**config.mk**
```make
export PLATFORM = sky130hd
export DESIGN_NAME = pipe_issue_ctrl_flat
export DESIGN_NICKNAME = d
export VERILOG_FILES = /design/src/rtl/pipe_issue_ctrl_if.sv /design/src/rtl/pipe_issue_ctrl.sv /design/src/flat_wrapper.sv
export SDC_FILE = /design/constraint.sdc
export NUM_CORES = 1
export LEC_CHECK = 0
export ABC_AREA = 1
export CAP_MARGIN = 20
export CORE_MARGIN = 2
export CORE_UTILIZATION = 25
export CTS_BUF_LIST = sky130_fd_sc_hd__clkbuf_4 sky130_fd_sc_hd__clkbuf_8
export CTS_CLUSTER_DIAMETER = 30
export DETAILED_ROUTE_END_ITERATION = 10
export PLACE_DENSITY = 0.45
export SYNTH_ARGS = -nofsm -noshare
export SYNTH_HDL_FRONTEND = slang
export SYNTH_SLANG_ARGS = --single-unit
export TNS_END_PERCENT = 20
```
**constraint.sdc**
```tcl
create_clock -name clk -period 2.6 [get_ports clk]
set_input_delay 0.39 -clock clk [delete_from_list [all_inputs] [get_ports clk]]
set_output_delay 0.39 -clock clk [all_outputs]
set_load 0.05 [all_outputs]
```
**src/rtl/pipe_issue_ctrl_if.sv**
```systemverilog
// ---------------------------------------------------------------------------
// pipe_issue_ctrl_if
// Bundles the request, issue, retire, drain and statistics signals of the
// issue controller.
//   master : requester / pipeline side (drives in_*, drain_req)
//   slave  : the controller (drives in_ready, iss_*, retire_*, busy,
//            drain_done, issue_cnt, stall_cnt)
// CNT_W must match the CNT_W of the attached pipe_issue_ctrl.
// ---------------------------------------------------------------------------
interface pipe_issue_ctrl_if #(
  parameter int CNT_W = 16
) ();
  logic             in_valid;
  logic             in_ready;
  logic [3:0]       in_rs1;
  logic [3:0]       in_rs2;
  logic [3:0]       in_rd;
  logic [1:0]       in_func;
  logic [7:0]       in_addr;
  logic             iss_valid;
  logic [3:0]       iss_rs1;
  logic [3:0]       iss_rs2;
  logic [3:0]       iss_rd;
  logic [1:0]       iss_func;
  logic [7:0]       iss_addr;
  logic             drain_req;
  logic             drain_done;
  logic             retire_valid;
  logic [3:0]       retire_rd;
  logic             busy;
  logic [CNT_W-1:0] issue_cnt;
  logic [CNT_W-1:0] stall_cnt;

  modport master (
    output in_valid, in_rs1, in_rs2, in_rd, in_func, in_addr, drain_req,
    input  in_ready, iss_valid, iss_rs1, iss_rs2, iss_rd, iss_func, iss_addr,
    input  drain_done, retire_valid, retire_rd, busy, issue_cnt, stall_cnt
  );

  modport slave (
    input  in_valid, in_rs1, in_rs2, in_rd, in_func, in_addr, drain_req,
    output in_ready, iss_valid, iss_rs1, iss_rs2, iss_rd, iss_func, iss_addr,
    output drain_done, retire_valid, retire_rd, busy, issue_cnt, stall_cnt
  );
endinterface

```
**src/rtl/pipe_issue_ctrl.sv**
```systemverilog
// ---------------------------------------------------------------------------
// pipe_issue_ctrl
// In-order issue controller with a shift-register scoreboard. An op is
// accepted when no in-flight destination matches one of its sources (RAW),
// issued one cycle later, and retired DEPTH cycles after acceptance.
// drain_req stops issue until the scoreboard is empty, then drain_done
// pulses once.
// Ports:
//   clk : clock, all state on posedge
//   rst : synchronous active-high reset
//   bus : pipe_issue_ctrl_if.slave (handshake, issue, retire, drain, counters)
// ---------------------------------------------------------------------------
module pipe_issue_ctrl #(
  parameter int DEPTH = 3,
  parameter int CNT_W = 16
) (
  input  logic              clk,
  input  logic              rst,
  pipe_issue_ctrl_if.slave  bus
);

  typedef enum logic [1:0] {
    S_IDLE  = 2'd0,
    S_RUN   = 2'd1,
    S_DRAIN = 2'd2
  } state_e;

  state_e                 state_q, state_d;
  logic [DEPTH-1:0]       vld_q, vld_d;
  logic [DEPTH-1:0][3:0]  rd_q, rd_d;
  logic                   iss_valid_q;
  logic [3:0]             iss_rs1_q, iss_rs2_q, iss_rd_q;
  logic [1:0]             iss_func_q;
  logic [7:0]             iss_addr_q;
  logic                   drain_done_q, drain_done_d;
  logic [CNT_W-1:0]       issue_cnt_q, stall_cnt_q;
  logic                   hazard_s, ready_s, accept_s, busy_s;

  // RAW hazard: any valid slot (retiring slot included) writes a source
  always_comb begin
    hazard_s = 1'b0;
    for (int i = 0; i < DEPTH; i++) begin
      if (vld_q[i] && ((rd_q[i] == bus.in_rs1) || (rd_q[i] == bus.in_rs2))) begin
        hazard_s = 1'b1;
      end else begin
        hazard_s = hazard_s;
      end
    end
  end

  assign busy_s   = |vld_q;
  // drain_req blocks acceptance in the same cycle it is raised
  assign ready_s  = ~rst & (state_q != S_DRAIN) & ~bus.drain_req & ~hazard_s;
  assign accept_s = bus.in_valid & ready_s;

  // Scoreboard shift: new entry enters slot 0 every cycle, valid only on accept
  always_comb begin
    vld_d    = '0;
    rd_d     = '0;
    vld_d[0] = accept_s;
    rd_d[0]  = bus.in_rd;
    for (int i = 1; i < DEPTH; i++) begin
      vld_d[i] = vld_q[i-1];
      rd_d[i]  = rd_q[i-1];
    end
  end

  // FSM next state; drain_done is pre-computed so the registered pulse lines
  // up with the cycle in which DRAIN sees an empty scoreboard
  always_comb begin
    state_d = state_q;
    case (state_q)
      S_IDLE: begin
        if (bus.drain_req) begin
          state_d = S_DRAIN;
        end else if (accept_s) begin
          state_d = S_RUN;
        end else begin
          state_d = S_IDLE;
        end
      end
      S_RUN: begin
        if (bus.drain_req) begin
          state_d = S_DRAIN;
        end else if (!busy_s && !accept_s) begin
          state_d = S_IDLE;
        end else begin
          state_d = S_RUN;
        end
      end
      S_DRAIN: begin
        if (!busy_s) begin
          state_d = S_IDLE;
        end else begin
          state_d = S_DRAIN;
        end
      end
      default: state_d = S_IDLE;
    endcase
    drain_done_d = (state_d == S_DRAIN) && !(|vld_d);
  end

  // State, scoreboard, issue register and counters
  always_ff @(posedge clk) begin
    if (rst) begin
      state_q      <= S_IDLE;
      vld_q        <= '0;
      rd_q         <= '0;
      iss_valid_q  <= 1'b0;
      iss_rs1_q    <= 4'd0;
      iss_rs2_q    <= 4'd0;
      iss_rd_q     <= 4'd0;
      iss_func_q   <= 2'd0;
      iss_addr_q   <= 8'd0;
      drain_done_q <= 1'b0;
      issue_cnt_q  <= '0;
      stall_cnt_q  <= '0;
    end else begin
      state_q      <= state_d;
      vld_q        <= vld_d;
      rd_q         <= rd_d;
      iss_valid_q  <= accept_s;
      drain_done_q <= drain_done_d;
      if (accept_s) begin
        iss_rs1_q   <= bus.in_rs1;
        iss_rs2_q   <= bus.in_rs2;
        iss_rd_q    <= bus.in_rd;
        iss_func_q  <= bus.in_func;
        iss_addr_q  <= bus.in_addr;
        issue_cnt_q <= issue_cnt_q + {{(CNT_W-1){1'b0}}, 1'b1};
      end else begin
        issue_cnt_q <= issue_cnt_q;
      end
      if (bus.in_valid && !ready_s) begin
        stall_cnt_q <= stall_cnt_q + {{(CNT_W-1){1'b0}}, 1'b1};
      end else begin
        stall_cnt_q <= stall_cnt_q;
      end
    end
  end

  assign bus.in_ready     = ready_s;
  assign bus.iss_valid    = iss_valid_q;
  assign bus.iss_rs1      = iss_rs1_q;
  assign bus.iss_rs2      = iss_rs2_q;
  assign bus.iss_rd       = iss_rd_q;
  assign bus.iss_func     = iss_func_q;
  assign bus.iss_addr     = iss_addr_q;
  assign bus.drain_done   = drain_done_q;
  assign bus.retire_valid = vld_q[DEPTH-1];
  assign bus.retire_rd    = rd_q[DEPTH-1];
  assign bus.busy         = busy_s;
  assign bus.issue_cnt    = issue_cnt_q;
  assign bus.stall_cnt    = stall_cnt_q;

endmodule

```
**src/flat_wrapper.sv**
```systemverilog
// flat-port wrapper written by rule: the top's interface ports become plain ports
module pipe_issue_ctrl_flat 
#(
  parameter int DEPTH = 3,
  parameter int CNT_W = 16
)
  (clk, rst, bus_in_valid, bus_in_rs1, bus_in_rs2, bus_in_rd, bus_in_func, bus_in_addr, bus_drain_req, bus_in_ready, bus_iss_valid, bus_iss_rs1, bus_iss_rs2, bus_iss_rd, bus_iss_func, bus_iss_addr, bus_drain_done, bus_retire_valid, bus_retire_rd, bus_busy, bus_issue_cnt, bus_stall_cnt);
  pipe_issue_ctrl_if #(.CNT_W(CNT_W)) bus_i ();
  input  logic clk;
  input  logic rst;
  input wire logic [$bits(bus_i.in_valid)-1:0] bus_in_valid;
  input wire logic [$bits(bus_i.in_rs1)-1:0] bus_in_rs1;
  input wire logic [$bits(bus_i.in_rs2)-1:0] bus_in_rs2;
  input wire logic [$bits(bus_i.in_rd)-1:0] bus_in_rd;
  input wire logic [$bits(bus_i.in_func)-1:0] bus_in_func;
  input wire logic [$bits(bus_i.in_addr)-1:0] bus_in_addr;
  input wire logic [$bits(bus_i.drain_req)-1:0] bus_drain_req;
  output wire logic [$bits(bus_i.in_ready)-1:0] bus_in_ready;
  output wire logic [$bits(bus_i.iss_valid)-1:0] bus_iss_valid;
  output wire logic [$bits(bus_i.iss_rs1)-1:0] bus_iss_rs1;
  output wire logic [$bits(bus_i.iss_rs2)-1:0] bus_iss_rs2;
  output wire logic [$bits(bus_i.iss_rd)-1:0] bus_iss_rd;
  output wire logic [$bits(bus_i.iss_func)-1:0] bus_iss_func;
  output wire logic [$bits(bus_i.iss_addr)-1:0] bus_iss_addr;
  output wire logic [$bits(bus_i.drain_done)-1:0] bus_drain_done;
  output wire logic [$bits(bus_i.retire_valid)-1:0] bus_retire_valid;
  output wire logic [$bits(bus_i.retire_rd)-1:0] bus_retire_rd;
  output wire logic [$bits(bus_i.busy)-1:0] bus_busy;
  output wire logic [$bits(bus_i.issue_cnt)-1:0] bus_issue_cnt;
  output wire logic [$bits(bus_i.stall_cnt)-1:0] bus_stall_cnt;
  assign bus_i.in_valid = bus_in_valid;
  assign bus_i.in_rs1 = bus_in_rs1;
  assign bus_i.in_rs2 = bus_in_rs2;
  assign bus_i.in_rd = bus_in_rd;
  assign bus_i.in_func = bus_in_func;
  assign bus_i.in_addr = bus_in_addr;
  assign bus_i.drain_req = bus_drain_req;
  assign bus_in_ready = bus_i.in_ready;
  assign bus_iss_valid = bus_i.iss_valid;
  assign bus_iss_rs1 = bus_i.iss_rs1;
  assign bus_iss_rs2 = bus_i.iss_rs2;
  assign bus_iss_rd = bus_i.iss_rd;
  assign bus_iss_func = bus_i.iss_func;
  assign bus_iss_addr = bus_i.iss_addr;
  assign bus_drain_done = bus_i.drain_done;
  assign bus_retire_valid = bus_i.retire_valid;
  assign bus_retire_rd = bus_i.retire_rd;
  assign bus_busy = bus_i.busy;
  assign bus_issue_cnt = bus_i.issue_cnt;
  assign bus_stall_cnt = bus_i.stall_cnt;
  pipe_issue_ctrl #(.DEPTH(DEPTH), .CNT_W(CNT_W)) u_core (.clk(clk), .rst(rst), .bus(bus_i));
endmodule
```
### After elaboration in Yosys (flattened, before gate mapping)

Index checks and enable logic that the tools add are counted.

* bits in registers: 73
* input bits: 26
* output and inout bits: 63
* word-level logic and storage cells: 58

* add/subtract/negate cells: 2
* eq/ne operators: 10
* muxes and demuxes: 9
* bitwise logic cells: 7
* reduce and logical (&&, ||, !) cells: 16

Operators by type and width (count)
* 16-bit by 1-bit adder with 16-bit output (second input constant): 2
* 4-bit equality test: 6
* 1-bit logical AND: 6
* 2-bit 2-to-1 mux: 3
* 2-bit one-hot mux with 3 select lines: 1
* 3-bit OR reduction: 2
* 1-bit 2-to-1 mux: 5
* 1-bit bitwise AND: 4
* 2-bit equality test (second input constant): 2
* 1-bit logical NOT: 4
* 1-bit logical OR: 3
* 1-bit NOT: 3
* 2-bit by 1-bit equality test with 1-bit output (second input constant): 1
* 2-bit logical NOT: 1
* 2-bit inequality test (second input constant): 1

### Longest topological paths before layout

* depth after elaboration: 16
* depth in mapped cells: 15
* gate-level depth less buffers: 13

### Worst setup path after synthesis

No wires, ideal clock.

* kind: register to output
* start point: register u_core.rd_q (netlist bit u_core.bus.retire_rd[0])
* end point: output port bus_in_ready
* arrival time: 1.820 ns
* data required time: 2.210 ns
* slack: 0.390 ns
* cell stages (with the launch flop): 9
* buffers on the path: 0
* cell sequence: dfxtp_1 nand2_1 nand2_1 nor2_1 nand2_1 nand2_1 nand2_1 nand2_2 nor2_1

* longest elaborated chain between the ends: 6
* elaborated cells on any way between the ends: 7

RTL lines
* start: declaration: RTL line pipe_issue_ctrl.sv:30 `logic [DEPTH-1:0][3:0] rd_q, rd_d;`
* start signal: assignment: RTL line pipe_issue_ctrl.sv:121 `rd_q <= rd_d;`
* 4-bit equality test: RTL line pipe_issue_ctrl.sv:43 `if (vld_q[i] && ((rd_q[i] == bus.in_rs1) || (rd_q[i] == bus.in_rs2))) begin`
* 1-bit logical OR *: RTL line pipe_issue_ctrl.sv:43
* 1-bit logical AND *: RTL line pipe_issue_ctrl.sv:43
* 1-bit 2-to-1 mux *: RTL line pipe_issue_ctrl.sv:43
* 1-bit NOT *: RTL line pipe_issue_ctrl.sv:53 `assign ready_s = ~rst & (state_q != S_DRAIN) & ~bus.drain_req & ~hazard_s;`
* 1-bit bitwise AND *: RTL line pipe_issue_ctrl.sv:53
* end: declaration: RTL line flat_wrapper.sv:18 `output wire logic [$bits(bus_i.in_ready)-1:0] bus_in_ready;`

Mark *: on every way between the ends. The rest lies on a longest branch, timed or not.

### Worst setup path in the final report

* start point: input port bus_in_rs1[0]
* end point: output port bus_in_ready

* longest elaborated chain between the ends: 8
* elaborated cells on any way between the ends: 14

RTL lines
* start: declaration: RTL line flat_wrapper.sv:12 `input wire logic [$bits(bus_i.in_rs1)-1:0] bus_in_rs1;`
* 4-bit equality test: RTL line pipe_issue_ctrl.sv:43
* 1-bit logical OR: RTL line pipe_issue_ctrl.sv:43
* 1-bit logical AND: RTL line pipe_issue_ctrl.sv:43
* 1-bit 2-to-1 mux (2 in a row): RTL line pipe_issue_ctrl.sv:43
* 1-bit 2-to-1 mux *: RTL line pipe_issue_ctrl.sv:43
* 1-bit NOT *: RTL line pipe_issue_ctrl.sv:53
* 1-bit bitwise AND *: RTL line pipe_issue_ctrl.sv:53

Marks and branches as above.

==> impl_metrics.csv <==
group,metric,value,unit
clock_tree,cts_buffer_depth,2,
route,drt_iter0_drc,152,
synth,synth_cell_types,27,
route,wl_per_cell,12.5,microns
timing,fmax,0.430,GHz
pwr,ir_drop,0.357,mV
synth,synthArstFlopShare,0,%
global_route,grt.overflow.total,0,
timing,min_period,2330,ps
synth,netlist_area,3570,sq um
critical_path,arrival,1940,ps
synth,yosysWarnings,0,
global_route,grt_max_degree,48,
clock_tree,cts-resized-gates,0,
timing,period_share,89.5,%
floorplanning,ios,89,
clock_tree,path_clk_slew,80,ps
clock_tree,htree_levels,3,
synth,synth_area_per_cell,6.89,sq um
floorplanning,dieArea,15300,sq um
layout,syn_to_final_growth,33.5,%
placement,portBuffers,88,
timing,setup_tns,0,ps
layout,final_cell_mix,"nand2_1 (154), nor2_1 (93), clkdlybuf4s50_1 (86)",
status,status,"completed",
critical_path,required,2210,ps
route,antenna_left,0,
hold_path,hold_depth,2,
timing,final.setup_skew,6.84,ps
placement,finalWeightedCongestion,0.759,
floorplanning,initial_utilization,25.6,%
critical_path,critical_path_class,"in -> out",
flow_run,cap_viol_max_count,0,
clock_tree,cts_buffers,9,
pwr,powerDensity,506,nW/um^2
floorplanning,die_h,123,microns
layout,final_core_util,34.2,%
floorplanning,row_count,43,
synth,synth_nets,546,
synth,synth_ff_type,"dfxtp_1",
timing,finalHoldViolations,0,
route,drt_wl_total,9890,microns
hold_path,hp-start,"u_core.vld_q[1]",
clock_tree,hold_buffers,0,
timing,rsz0062_at_grt,"no",
timing,slew_headroom,50.6,%
floorplanning,die_x,123,microns
critical_path,reg2regPathDepth,9,
critical_path,cp-start-kind,"primary input",
layout,final_nets,631,
critical_path,ff2ff_setup_slack,610,ps
hold_path,hold_class,"reg -> reg",
placement,place_hpwl,7100,microns
synth,yosysSeqAreaShare,40.4,%
hold_path,holdPathEnd,"u_core.vld_q[2]",
critical_path,endpoint_kind,"output pin",
clock_tree,cts_tree,"done",
synth,synth_edf_count,0,
route,drc,0,
global_route,grt_use_total,13.6,%
route,viasPerCell,4.35,
critical_path,crit_fanout,5,
layout,antenna_cells,0,
route,vias,3427,
synth,synth_seq_cells,72,
route,first_pass_iters,4,
pwr,leakage,1.81,nW
layout,drive_above_1_share,9.70,%
floorplanning,core,13900,sq um
timing,drv_slew,0,
synth,synth_cells,518,
layout,stdcell_area,4760,sq um
global_route,grt_pass1_vias,3177,
clock_tree,clk_latency,360,ps
clock_tree,cts_root_buf,"clkbuf_8",
placement,place_area,4580,sq um
layout,final_common_cell,"nand2_1",
timing,worst_slew_pin_slew,740,ps
clock_tree,postCtsSetupBuffers,0,
timing,setup_viol,0,
clock_tree,cts_num_sinks,72,
global_route,grt_pass1_wl,15800,microns
critical_path,r2r-end,"u_core.bus.issue_cnt[12]",
critical_path,timing.rr.start,"u_core.state_q[1]",
pwr,total_power,2.41,mW
global_route,antenna_found_initial,0,
## routing by layer
metal	vias to the layer above	GRT usage (%)	part of all wire, %
met5	-	0	0
met4	0	4.05	1.5
met3	15	6.27	7.4
met2	87	22.7	47
met1	1533	15.5	44
li1	1792	-	-
## synthesized netlist by cell type (2+ instances only)
cell type	n	area [sq um]
buf_6	4	45.0
dfxtp_1	72	1440
a21oi_1	19	95.1
buf_1	2	7.51
inv_2	12	45.0
nor3_1	12	60.1
nor4_1	3	18.8
nand2_1	154	578
xor2_1	21	184
inv_1	34	128
nand3_1	13	65.1
ha_1	2	25.0
a21oi_2	11	96.3
buf_2	3	15.0
nand2_2	12	75.1
nor2_1	93	349
nand4_1	6	37.5
clkbuf_1	6	22.5
xnor2_1	8	70.1
o21ai_0	24	120
## worst max-delay path by stage
stage | start | end | slack (ps) | cells past startpoint
floorplan | u_core.bus.retire_rd[0] | bus_in_ready | 390 | 8
global placement | bus_in_rs1[0] | u_core.bus.issue_cnt[8] | 120 | 12
detailed placement | bus_drain_req | u_core.bus.issue_cnt[13] | 80 | 8
CTS | bus_in_rs1[0] | bus_in_ready | 270 | 11
global route | bus_in_rs2[0] | bus_in_ready | 130 | 11
finish | bus_in_rs1[0] | bus_in_ready | 270 | 11
## state kept, by name (all words and copies together), names as in the netlist
signal / flops
u_core.bus.iss_rs2: 4
u_core.bus.issue_cnt: 16
u_core.bus.drain_done: 1
u_core.rd_d: 8
u_core.bus.retire_rd: 4
u_core.bus.iss_rd: 4
u_core.vld_q: 3
u_core.state_q: 2
u_core.bus.stall_cnt: 16
u_core.bus.iss_addr: 8
u_core.bus.iss_func: 2
u_core.bus.iss_rs1: 4
## cell families (layout without fill, tap and decap cells)
logic type      after synthesis  in the layout  synth area share (%)
xor+xnor                     29             29                  7.12
buf+inv                      64            154                  8.55
fa+ha+maj                     2              2                 0.701
simple gates                295            295                  33.9
flops                        72             72                  40.4
compound gates               56             56                  9.39
## through the flow
stage	cells	setup slack, ps	hold WS, ps
finish	788	274	467
global route	788	131	492
CTS	788	274	468
detailed placement	772	84.2	451
global placement	772	119	451
floorplan	518	390	430
## worst max-delay path: stages
cell and delay (ps):
clkdlybuf4s50_1 510, inv_2 110, nand2_1 50, nand2_1 70, nor2_1 50, nand2_1 60
nand2_1 80, nand2_1 80, nand2_2 70, nor2_1 280, buf_12 180
## report_power, final
group / internal [mW] / switching (mW)
clock network: 0.434 / 0.441
registers: 1.14 / 0.0274
logic: 0.132 / 0.242
total: 1.70 / 0.710
## final cells by class
| cell class | instances | area [sq um] |
|---|---|---|
| fillers | 1497 | 9170 |
| clock inverters | 7 | 62.6 |
| clock buffers | 9 | 124 |
| inverters | 46 | 173 |
| well taps | 180 | 225 |
| repair buffers | 92 | 916 |
| flip-flops and latches | 72 | 1440 |
| multi-input cells | 382 | 1820 |
(Power assumes the default switching activity.)
